File: src/rtl/sync_fifo_param.sv
// Parametrised synchronous FIFO with registered flags, overflow/underflow pulses.
// Define SYNC_FIFO_FWFT_EN for first-word-fall-through reads (D_out shows the head word).
module sync_fifo_param #(
   parameter int unsigned WIDTH     = 8,
   parameter int unsigned DEPTH     = 16,
   parameter int unsigned AF_THRESH = DEPTH - 2,
   parameter int unsigned AE_THRESH = 2
) (
   input  logic                       clock,
   input  logic                       rst,
   input  logic                       wr,
   input  logic                       rd,
   input  logic [WIDTH-1:0]           D_in,
   output logic [WIDTH-1:0]           D_out,
   output logic                       full,
   output logic                       empty,
   output logic                       almost_full,
   output logic                       almost_empty,
   output logic [$clog2(DEPTH):0]     fifo_cnt,
   output logic                       overflow,
   output logic                       underflow
);

   localparam int unsigned AW = $clog2(DEPTH);
   localparam int unsigned CW = AW + 1;

   logic [WIDTH-1:0] mem [DEPTH];
   logic [AW-1:0]    wr_ptr;
   logic [AW-1:0]    rd_ptr;
   logic             wr_ok_c;
   logic             rd_ok_c;
   logic [CW-1:0]    cnt_nxt_c;

   // Acceptance qualifiers and next occupancy; flags are derived from the next count.
   always_comb begin
      wr_ok_c   = wr && !full;
      rd_ok_c   = rd && !empty;
      cnt_nxt_c = fifo_cnt;
      if (wr_ok_c && !rd_ok_c)
         cnt_nxt_c = fifo_cnt + CW'(1);
      else if (!wr_ok_c && rd_ok_c)
         cnt_nxt_c = fifo_cnt - CW'(1);
   end

   // Storage array is intentionally left unreset.
   always_ff @(posedge clock) begin
      if (!rst && wr_ok_c)
         mem[wr_ptr] <= D_in;
   end

   always_ff @(posedge clock) begin
      if (rst) begin
         wr_ptr       <= '0;
         rd_ptr       <= '0;
         fifo_cnt     <= '0;
         full         <= 1'b0;
         empty        <= 1'b1;
         almost_full  <= 1'b0;
         almost_empty <= 1'b1;
         overflow     <= 1'b0;
         underflow    <= 1'b0;
      end else begin
         if (wr_ok_c)
            wr_ptr <= wr_ptr + AW'(1);
         if (rd_ok_c)
            rd_ptr <= rd_ptr + AW'(1);
         fifo_cnt     <= cnt_nxt_c;
         full         <= (cnt_nxt_c == CW'(DEPTH));
         empty        <= (cnt_nxt_c == CW'(0));
         almost_full  <= (cnt_nxt_c >= CW'(AF_THRESH));
         almost_empty <= (cnt_nxt_c <= CW'(AE_THRESH));
         overflow     <= wr && full;
         underflow    <= rd && empty;
      end
   end

`ifdef SYNC_FIFO_FWFT_EN
   // Head word is presented directly; rd acknowledges it.
   assign D_out = mem[rd_ptr];
`else
   always_ff @(posedge clock) begin
      if (rst)
         D_out <= '0;
      else if (rd_ok_c)
         D_out <= mem[rd_ptr];
   end
`endif

endmodule

File: config.mk
export PLATFORM = sky130hd
export DESIGN_NAME = sync_fifo_param
export DESIGN_NICKNAME = d
export VERILOG_FILES = /design/src/rtl/sync_fifo_param.sv
export SDC_FILE = /design/constraint.sdc
export NUM_CORES = 1
export LEC_CHECK = 0
export CAP_MARGIN = 20
export CORE_MARGIN = 2
export CORE_UTILIZATION = 59
export DETAILED_ROUTE_END_ITERATION = 16
export GPL_ROUTABILITY_DRIVEN = 1
export MAX_ROUTING_LAYER = met4
export PLACE_DENSITY = 0.78
export SLEW_MARGIN = 20
export SYNTH_ARGS = -nofsm -noshare
export SYNTH_HDL_FRONTEND = slang
export SYNTH_SLANG_ARGS = --single-unit
File: constraint.sdc
create_clock -name clock -period 2.01 [get_ports clock]
set_input_delay 0.201 -clock clock [delete_from_list [all_inputs] [get_ports clock]]
set_output_delay 0.201 -clock clock [all_outputs]
set_load 0.005 [all_outputs]
==> results of run 1 <==
-- stage by stage --
stage                     std cells  area, µm²  hold WS [ns]
final                           575       7360         0.326
after CTS                       575       7350         0.293
after global placement          545       6830         0.458
after global routing            575       7360         0.306
after floorplan                 358       6140         0.300
after detailed placement        545       6830         0.451
-- tightest hold or removal path, stage by stage --
cell	delay, ns
clkdlybuf4s50_1	0.45
nand2_1	0.11
nor2_1	0.04
-- area by class of cell --
| type | count | area [µm²] |
|---|---|---|
| clock buffers | 18 | 418 |
| clock inverters | 12 | 108 |
| fillers | 613 | 2870 |
| inverters | 6 | 22.5 |
| multi-input cells | 178 | 1620 |
| flip-flops and latches | 155 | 4390 |
| well taps | 136 | 170 |
| repair buffers | 70 | 638 |
-- registers in the layout, indices dropped and copies added, names as in the netlist --
signal,cells
mem,128
overflow,1
rd_ptr,4
wr_ptr,4
underflow,1
D_out,8
almost_empty,1
empty,1
fifo_cnt,5
full,1
almost_full,1
-- power by group --
part	internal (mW)	switching [mW]
sequential	3.57	0.0611
combinational	0.534	0.513
clock	1.72	1.13
total	5.82	1.70
-- worst paths after layout --
check        cells past startpoint                    end
min reg2reg                      2   underflow$_SDFF_PP0_
min                              3    overflow$_SDFF_PP0_
max                              6  D_out[6]$_SDFFE_PP0P_
max reg2reg                      6  D_out[6]$_SDFFE_PP0P_
-- repair_timing --
action | 4_1_cts | 5_1_grt
setup endpoints to repair | 0 | 1
hold buffers | 0 | 0
resized for setup | 0 | 1
-- routing by layer --
layer,part of all wire,GRT usage,vias to the layer above
li1,-,-,1538
met1,0.42,0.323,1774
met2,0.50,0.385,145
met3,0.071,0.0797,12
met4,0.0099,0.0752,0
met5,0,-,-
-- cell usage after synthesis, drive strengths merged --
cell and number:
edfxtp 128, nor2 41, mux4 32, dfxtp 27, a21oi 20, nand2 19
a22oi 16, buf 16, ha 7, inv 6, xnor2 5, xor2 4
a211oi 3, clkbuf 3, nand3 3, nand4 3, nor2b 3, a41o 2
and4 2, nand2b 2, nor3 2, o22ai 2, or4 2, and2 1
and2b 1, nand3b 1, nor4 1, nor4b 1, o211a 1, o211ai 1
o21ai 1, o2bb2ai 1, or3 1
-- cells by family (layout without fill, tap and decap cells) --
family | Yosys count | after routing
adder cells (fa/ha/maj) | 7 | 7
AO/OA/AOI/OAI | 47 | 47
XOR/XNOR | 9 | 9
multiplexers | 32 | 32
buffers and inverters | 25 | 106
flip-flops | 155 | 155
AND/OR/NAND/NOR | 83 | 83
==> flow_summary.yaml, run 1 <==
outcome:
  status: "completed"
timing:
  min_period_ns: 1.87
  tightest_slew_ns: 0.579
  fmax_ghz: 0.534
  finClkSkew_ns: 0.00819
  rsz0062_at_grt: "false"
  slew_viol_final: 0
  post-route-worst-setup-slack_ns: 0.137
  relSlewSlack: 0.613
  fin_tns_setup_ns: 0
  finalHoldViolations: 0
  period_share: 0.932
  setup_violations: 0
critical_path:
  critical_path_buf_inv_count: 1
  cp_slowest_cell: "mux4_2"
  cp-end-kind: "flop"
  critPathMostFrequentCell: "a21oi_1"
  max_stage_delay_ns: 0.52
  start_kind: "flop"
  crit_chain: "buf_12 > mux4_2 > a22oi_1 > a21oi_1 > a21oi_1 > nor2_1"
  worst-r2r-setup-slack_ns: 0.14
  cp.required_ns: 2.40
  cp_max_fo: 14
  worst_ep_arrival_time_ns: 2.26
  reg2reg_from: "rd_ptr[0]$_SDFFE_PP0P_"
  cp_top_family: "compound AO/OA/AOI/OAI gates"
  critPathKind: "flop to flop"
  cp-startpoint: "rd_ptr[0]$_SDFFE_PP0P_"
route:
  first_pass_iters: 5
  routedWlPerCell_um: 21.7
  via_per_inst: 6.03
  first_iter_violations: 257
  routed_wirelength_um: 12500
  via_count: 3469
  drc: 0
  drtAntennaViolNets: 0
yosys:
  synth.area.top_cells: "edfxtp_1 (63%), mux4_2 (12%), dfxtp_1 (8.8%), nor2_1 (2.5%), a22oi_1 (2.0%)"
  yosysTopAreaCellShare: 0.626
  synth_cell_type_count: 41
  netlist_area_um2: 6140
  synth_cells: 358
  ys_seq_elements: 155
  yosys.area_share.simple: 0.0638
  synth_top_family_by_area: "multiplexers"
  synth_compound_area_frac: 0.0530
  synth.avg_cell_area_um2: 17.1
  synthAdderAreaFrac: 0.0143
  synth_xor_area_frac: 0.0141
  synth_fp_nets: 377
  yosysWarnings: 0
  yosysSeqAreaShare: 0.714
  synth_mux_area_frac: 0.117
  yosysTopAreaCell: "edfxtp_1"
placement:
  post-dp-hpwl_um: 8350
  port_buffers: 30
  pre_cts_ws_ns: 0.000951
  globalplace.congestion: 0.907
floorplan:
  die_x_um: 106
  coreArea_um2: 10200
  core.rowCount: 37
  fp.dieH_um: 106
  io_pins: 31
  dieArea_um2: 11200
  start_util: 0.600
cts:
  h-tree-depth: 4
  cts_setup_buffers: 0
  cts_inserted_buffers: 17
  insertion_delay_ns: 0.51
  cts-root-buf: "clkbuf_8"
  cts_tree: "yes"
  cts_buffer_depth: 2
  clk_pin_slew_ns: 0.06
  cts.sinks: 155
global_route:
  grt-ovfl-total: 0
  grt_pass1_wl_um: 19600
  grt_antenna_before_repair: 0
  grtUsageTotal: 0.249
  grt_pass1_vias: 3536
  grt_max_degree: 36
power_and_ir_drop:
  power.total_mw: 7.52
  powerDensity_nw_per_um2: 1020
  p_leak_nw: 2.44
  ir_drop_uv: 1020
final_layout:
  final_cell_mix: "edfxtp_1 (128), nor2_1 (41), buf_4 (37)"
  diodes: 0
  final_common_cell: "edfxtp_1"
  utilization: 0.719
  syn_to_final_growth_pct: 19.8
  nets: 447
  drive_above_1_share: 0.244
worst_hold_path:
  hold_path_class: "input port to flop"
  worstHoldStart: "wr"
flow_run:
  cap_violations: 0
No activity file was read; power rests on OpenSTA's default activity.
==> run 2: changes to the inputs <==
- CORE_UTILIZATION: 59 -> 64
- HOLD_SLACK_MARGIN: default -> 0.1
- PLACE_DENSITY: 0.78 -> 0.84
- clock period: 2.01 -> 2.3 ns (I/O delays scaled with it)
==> run 2 against run 1 <==
Worst setup slack improved by 0.20 ns. Routed wire length rose by 0.12%. Critical path depth did not move. Hold slack improved by 0.00084 ns.
==> flow_summary.yaml, run 2 (same netlist as run 1, synthesis figures left out) <==
outcome:
  status: "completed"
route:
  routed_wirelength_um: 12500
  via_per_inst: 6.13
  routedWlPerCell_um: 22.2
  drtAntennaViolNets: 0
  drc: 0
  via_count: 3451
  first_iter_violations: 273
  first_pass_iters: 6
critical_path:
  worst_ep_arrival_time_ns: 2.36
  cp-end-kind: "flop"
  start_kind: "flop"
  cp.required_ns: 2.70
  reg2reg_from: "rd_ptr[0]$_SDFFE_PP0P_"
  worst-r2r-setup-slack_ns: 0.34
  critPathKind: "flop to flop"
  cp-startpoint: "rd_ptr[0]$_SDFFE_PP0P_"
  cp_max_fo: 16
global_route:
  grt_pass1_vias: 3431
  grt_pass1_wl_um: 19300
  grtUsageTotal: 0.273
  grtUsageMet3: 0.0677
  use_met1: 0.366
  grt-ovfl-total: 0
  grt_antenna_before_repair: 0
  grt_max_degree: 36
  top_usage_layer: "met2"
  use_met2: 0.412
floorplan:
  dieArea_um2: 10400
  fp.dieH_um: 102
  core.rowCount: 35
  io_pins: 31
  coreArea_um2: 9280
  start_util: 0.661
  die_x_um: 102
placement:
  placed_area_um2: 6770
  port_buffers: 30
  globalplace.congestion: 0.881
  post-dp-hpwl_um: 7900
power_and_ir_drop:
  p_leak_nw: 2.44
  ir_drop_uv: 708
  power.total_mw: 6.80
  powerDensity_nw_per_um2: 924
final_layout:
  fin_area_um2: 7360
  largest_register: "mem"
  reg.largest.list: "mem x128, D_out x8, fifo_cnt x5"
  syn_to_final_growth_pct: 19.9
  drive_above_1_share: 0.247
  diodes: 0
  final_common_cell: "edfxtp_1"
  final_cell_mix: "edfxtp_1 (128), nor2_1 (41), mux4_2 (32)"
  nets: 440
  largest_reg_flops: 128
flow_run:
  cap_violations: 0
worst_hold_path:
  worstHoldStart: "wr"
  hold_path_class: "input port to flop"
timing:
  min_period_ns: 1.96
  period_share: 0.852
  finalHoldViolations: 0
  slew_viol_final: 0
  whs_ns: 0.326
  fmax_ghz: 0.510
  relSlewSlack: 0.500
  finClkSkew_ns: 0.00945
  setup_violations: 0
  fin_tns_setup_ns: 0
  tightest_slew_ns: 0.748
  rsz0062_at_grt: "false"
cts:
  holdBufCountCts: 0
  cts_buffer_depth: 2
  cts_tree: "yes"
  cts-root-buf: "clkbuf_8"
  cts_setup_buffers: 0
  clk_pin_slew_ns: 0.06
  insertion_delay_ns: 0.52
  ctsResizeCount: 0
  h-tree-depth: 4
  cts_inserted_buffers: 17
  cts.sinks: 155
run 2: cell types whose count changed in the layout (fill, tap and decap cells not counted), sizes merged:
cell / change
clkinv: -4
buf: -7
inv: +7
clkinvlp: -1
run 2: through the flow:
stage	util	instances	setup slack [ns]
6_report	0.793	563	0.340
5_1_grt	0.793	563	0.288
4_1_cts	0.793	563	0.392
3_5_place_dp	0.729	531	0.223
3_3_place_gp	0.729	531	0.269
2_1_floorplan	-	358	0.483
run 2: path summary, 6_finish.rpt:
check,cells past startpoint,endpoint
min reg2reg,2,underflow$_SDFF_PP0_
min,3,overflow$_SDFF_PP0_
max,6,D_out[4]$_SDFFE_PP0P_
max reg2reg,6,D_out[4]$_SDFFE_PP0P_
run 2: metal layers:
layer	wire, µm	up-vias
li1	-	1525
met3	1020	25
met1	4930	1716
met2	6240	185
met4	290	0
met5	0	-
run 2: critical path: stages, from the launching register on:
cell	delay (ns)
dfxtp_2	0.38
buf_12	0.20
mux4_2	0.52
a22oi_1	0.35
a21oi_1	0.19
a21oi_1	0.16
nor2_1	0.05
run 2: report_power, final:
part / internal, mW / switching (mW)
logic: 0.431 / 0.434
clock network: 1.59 / 1.17
registers: 3.12 / 0.0564
run 2: area by class of cell:
type,instances,area [µm²]
Sequential cell,155,4390
Tap cell,129,161
Clock buffer,18,418
Inverter,6,22.5
Timing Repair Buffer,63,586
Clock inverter,14,176
Multi-Input combinational cell,178,1610
Fill cell,505,1920
